`src/rtl/fetch_pkg.sv`:
```
// Shared types for the fetch/decode boundary: the packet record carried
// from fetch to decode and the canonical NOP used when decode sees nothing.
package fetch_pkg;

  localparam int XLEN = 32;

  // addi x0, x0, 0
  localparam logic [XLEN-1:0] NOP_INSTR = 32'h0000_0013;

  typedef struct packed {
    logic [XLEN-1:0] instruction;
    logic [XLEN-1:0] ins_address;
    logic [XLEN-1:0] imm;
    logic [XLEN-1:0] PCplus;
    logic            predicted;
  } fetch_packet_t;

endpackage

```
`src/rtl/fetch_decode_queue.sv`:
```
// In-order decoupling queue between fetch and decode: absorbs decode stalls
// and drops every in-flight packet when a misprediction flush arrives.
module fetch_decode_queue
  import fetch_pkg::*;
#(
  parameter int size  = XLEN,
  parameter int DEPTH = 4
) (
  input  logic                     clk,
  input  logic                     reset,
  input  logic                     flush,
  input  logic                     in_valid,
  output logic                     in_ready,
  input  logic [size-1:0]          instruction_i,
  input  logic [size-1:0]          ins_address_i,
  input  logic [size-1:0]          imm_i,
  input  logic [size-1:0]          PCplus_i,
  input  logic                     predicted_i,
  output logic                     out_valid,
  input  logic                     out_ready,
  output logic [size-1:0]          instruction_o,
  output logic [size-1:0]          ins_address_o,
  output logic [size-1:0]          imm_o,
  output logic [size-1:0]          PCplus_o,
  output logic                     predicted_o,
  output logic [$clog2(DEPTH):0]   count_o
);

  localparam int PW = $clog2(DEPTH);
  localparam int CW = PW + 1;

  fetch_packet_t   mem [DEPTH];
  fetch_packet_t   in_pkt;
  fetch_packet_t   head;
  logic [PW-1:0]   wr_ptr;
  logic [PW-1:0]   rd_ptr;
  logic [CW-1:0]   count;
  logic            push;
  logic            pop;

  // Ready depends only on registered occupancy, so a pop never frees a slot
  // for a push in the same cycle.
  assign in_ready  = (count < CW'(DEPTH));
  assign out_valid = (count != '0);
  assign push      = in_valid & in_ready & ~flush;
  assign pop       = out_valid & out_ready & ~flush;
  assign count_o   = count;

  assign in_pkt = '{instruction: instruction_i, ins_address: ins_address_i,
                    imm: imm_i, PCplus: PCplus_i, predicted: predicted_i};

  always_ff @(posedge clk) begin
    if (push) mem[wr_ptr] <= in_pkt;
  end

  // Flush wins over both push and pop; count is kept apart from the
  // pointers so full and empty never alias.
  always_ff @(posedge clk or negedge reset) begin
    if (!reset) begin
      wr_ptr <= '0;
      rd_ptr <= '0;
      count  <= '0;
    end else if (flush) begin
      wr_ptr <= '0;
      rd_ptr <= '0;
      count  <= '0;
    end else begin
      if (push) wr_ptr <= wr_ptr + PW'(1);
      if (pop)  rd_ptr <= rd_ptr + PW'(1);
      case ({push, pop})
        2'b10:   count <= count + CW'(1);
        2'b01:   count <= count - CW'(1);
        default: count <= count;
      endcase
    end
  end

  assign head = mem[rd_ptr];

  always_comb begin
    instruction_o = NOP_INSTR;
    ins_address_o = '0;
    imm_o         = '0;
    PCplus_o      = '0;
    predicted_o   = 1'b0;
    if (out_valid) begin
      instruction_o = head.instruction;
      ins_address_o = head.ins_address;
      imm_o         = head.imm;
      PCplus_o      = head.PCplus;
      predicted_o   = head.predicted;
    end
  end

endmodule
```
`config.mk`:
```
export PLATFORM = sky130hd
export DESIGN_NAME = fetch_decode_queue
export DESIGN_NICKNAME = d
export VERILOG_FILES = /design/src/rtl/fetch_pkg.sv /design/src/rtl/fetch_decode_queue.sv
export SDC_FILE = /design/constraint.sdc
export NUM_CORES = 1
export LEC_CHECK = 0
export ABC_AREA = 1
export BUFFER_PORTS_ARGS = -buffer_cell sky130_fd_sc_hd__buf_2
export CAP_MARGIN = 20
export CORE_ASPECT_RATIO = 0.6
export CORE_MARGIN = 2
export CORE_UTILIZATION = 30
export DETAILED_ROUTE_END_ITERATION = 7
export GPL_TIMING_DRIVEN = 0
export SLEW_MARGIN = 5
export SYNTH_ARGS = -nofsm -noshare
export SYNTH_HDL_FRONTEND = slang
export SYNTH_SLANG_ARGS = --single-unit
```
`constraint.sdc`:
```
create_clock -name clk -period 6.87 [get_ports clk]
set_input_delay 1.374 -clock clk [delete_from_list [all_inputs] [get_ports clk]]
set_output_delay 1.374 -clock clk [all_outputs]
set_load 0.005 [all_outputs]
```
==> reports/results.ini <==
[clocking]
clkSinkCount=523
cts_tree=done
htreeDepth=2
clk_latency_ps=610
cts_buffers=49
clock-root-buffer=clkbuf_16
hold_buffers=0
postCtsSetupBuffers=0
clkTransAtPathRegs_ps=70
cts_buffer_depth=3
cts_resized=0

[final_layout]
mostFrequentLayoutCells=nor2_1, edfxtp_1, buf_2
layout-drive-gt1-share_pct=22.4
syn2layout_area_growth_pct=22.8
final_common_cell=nor2_1
layout.nets=2060

[route]
wl_um=55900
drt_iter0_drc=1046
viasPerCell=4.65
vias=13300
drtAntennaViolNets=0
firstDrtPassIters=5
drc=0
wire_per_inst_um=19.5

[synth]
synthMuxAreaShare_pct=0
netlist_area_um2=20400
yosysWarnings=0
synth_top_family_by_area=simple AND/OR/NAND/NOR gates
synth_compound_area_share_pct=9.69
ys_types=23
ys_seq_area_share_pct=77.0
synthCells=1579
ys_seq_elements=523
synth-adder-area-share_pct=0.344
synth-simple-area-share_pct=10.1
synth_nets=1718
syn_area_per_cell_um2=12.9
synth-xor-area-share_pct=0.0430

[critical_path]
crit_type=register to primary output
reg2reg_slack_ps=4160
crit_path_max_fanout=10
cp.arrival_ps=2730
r2r-end=mem[0][58]$_DFFE_PP_
crit_path_end_kind=primary output
worstReg2RegStart=count_o[2]$_DFFE_PN0P_
startpoint_type=register
cp_num_buf_inv=3
cpPeakStageDelay_ps=600
cpMaxStageDelayCell=clkbuf_1
cp_top_family=buffers and inverters
critical_path_required_ps=5500
reg2regPathDepth=8
crit_path_cell_trace=nor2_1 > nand2_4 > inv_2 > clkbuf_1 > a21oi_1 > buf_2

[power_and_ir_drop]
clockPowerShare_pct=38.9
p_switching_mw=1.68
p_seq_share_pct=51.5
power.density_nw_per_um2=280
cellLeakagePower_nw=9.03
internal_power_mw=5.33
switching_share_pct=23.9
power_mw=7.01
ir_drop_mv=0.155
comb_power_share_pct=9.5

[timing]
min_period_ps=4100
setup_violations=0
fmaxAchievable_ghz=0.244
final-hold-violation-count=0
finClkSkew_ps=19.3
setup_ws_ps=2770
fin_crit_sh_pct=59.7
tightest_slew_ps=741
slew_violations=0
rsz0062_at_grt=no
slew_headroom_pct=50.5

[die]
io_pins=268
core_um2=66700
start_util_pct=30.5
fp.dieW_um=340
dieArea_um2=70000
die_height_um=206
rows=73

[global_routing]
grt_pass1_wl_um=82500
grt.total_usage_pct=15.7
overflow=0
grt_max_degree=28
grt_antenna_before_repair=11
grt_pass1_vias=13200

[min_path]
min_path_cells=2
whs_endpoint=count_o[1]$_DFFE_PN0P_
min_from=count_o[1]$_DFFE_PN0P_
hold_class=register to register

[place]
hpwl_um=36900
place.port_buffers=267
gp_congestion=0.757
place_ws_ps=3200

[outcome]
status=finished, final reports clean

[flow_run]
cap_violations=0

synthesized netlist by cell type, drive strengths merged:
master    n  area share (%)
o311ai    3            0.13
fa        1           0.098
a21oi   130             3.2
clkbuf   49             1.0
buf      49             1.5
nand3     2           0.049
o21ai   258             6.3
edfxtp  516              76
xnor2     1           0.043
dfrtp     7            0.86
inv      14            0.27
nor2    524             9.7
ha        4            0.25
nand2    21            0.42
worst max path at each step:
stage	depth (start not counted)	to	slack (ps)	startpoint
final	6	imm_o[3]	2770	count_o[0]$_DFFE_PN0P_
after global routing	6	imm_o[3]	2570	count_o[0]$_DFFE_PN0P_
after CTS	6	imm_o[2]	2650	count_o[0]$_DFFE_PN0P_
after detailed placement	8	mem[0][58]$_DFFE_PP_	3200	in_valid
after global placement	5	mem[2][86]$_DFFE_PP_	-5860	in_valid
after floorplan	4	mem[0][0]$_DFFE_PP_	-820	in_valid
registers in the layout, summed over array words and instances (netlist names):
signal,count
count_o,3
mem,516
rd_ptr,2
wr_ptr,2
per-stage QoR:
stage	hold slack (ps)	instance area [um^2]	instances	TNS [ps]	util [%]
detailed placement	569	23400	2770	0	35.1
global placement	549	22800	2746	-2957310	34.2
floorplan	543	20400	1579	-423100	-
finish	587	25000	2865	0	37.5
global route	572	25000	2862	0	37.5
CTS	563	25000	2862	0	37.5
cell families (layout without fill, tap and decap cells):
kind of cell	after synthesis	count (layout)
buffers and inverters	112	495
AOI/OAI and AO/OA	391	391
xor gates and xnor gates	1	1
DFF	523	523
other	0	3
and+or+nand+nor	547	547
adders and majority gates	5	5
per-layer routing:
| layer | GRT usage, % | wire length, um | vias to the layer above |
|---|---|---|---|
| met5 | 0 | 88 | - |
| met4 | 3.87 | 1020 | 14 |
| met3 | 4.07 | 4480 | 85 |
| met2 | 24.6 | 25600 | 460 |
| met1 | 21.8 | 24700 | 6452 |
| li1 | - | - | 6321 |
power by group through the flow:
stage	combinational [mW]	clock, mW	sequential, mW
after floorplan	0.320	0	3.70
after global placement	0.633	0	3.71
after detailed placement	0.675	0	3.68
after CTS	0.678	2.81	3.61
after global routing	0.739	2.94	3.62
final	0.668	2.73	3.61
layout make-up:
type                    instances  area (um^2)
fillers                      6333        41700
flip-flops and latches        523        15700
multi-input cells             944         4140
repair buffers                291         1890
clock buffers                  62         1270
well taps                     900         1130
plain buffers                  98          512
clock inverters                30          318
inverters                      14         55.1
diodes                          3         7.51
tightest hold or removal path: cells and delay by family (launching register included):
family        cells  cell delay (ps)
flops             1              430
simple gates      2              130
Note: power is estimated with default switching activity, not from simulation.
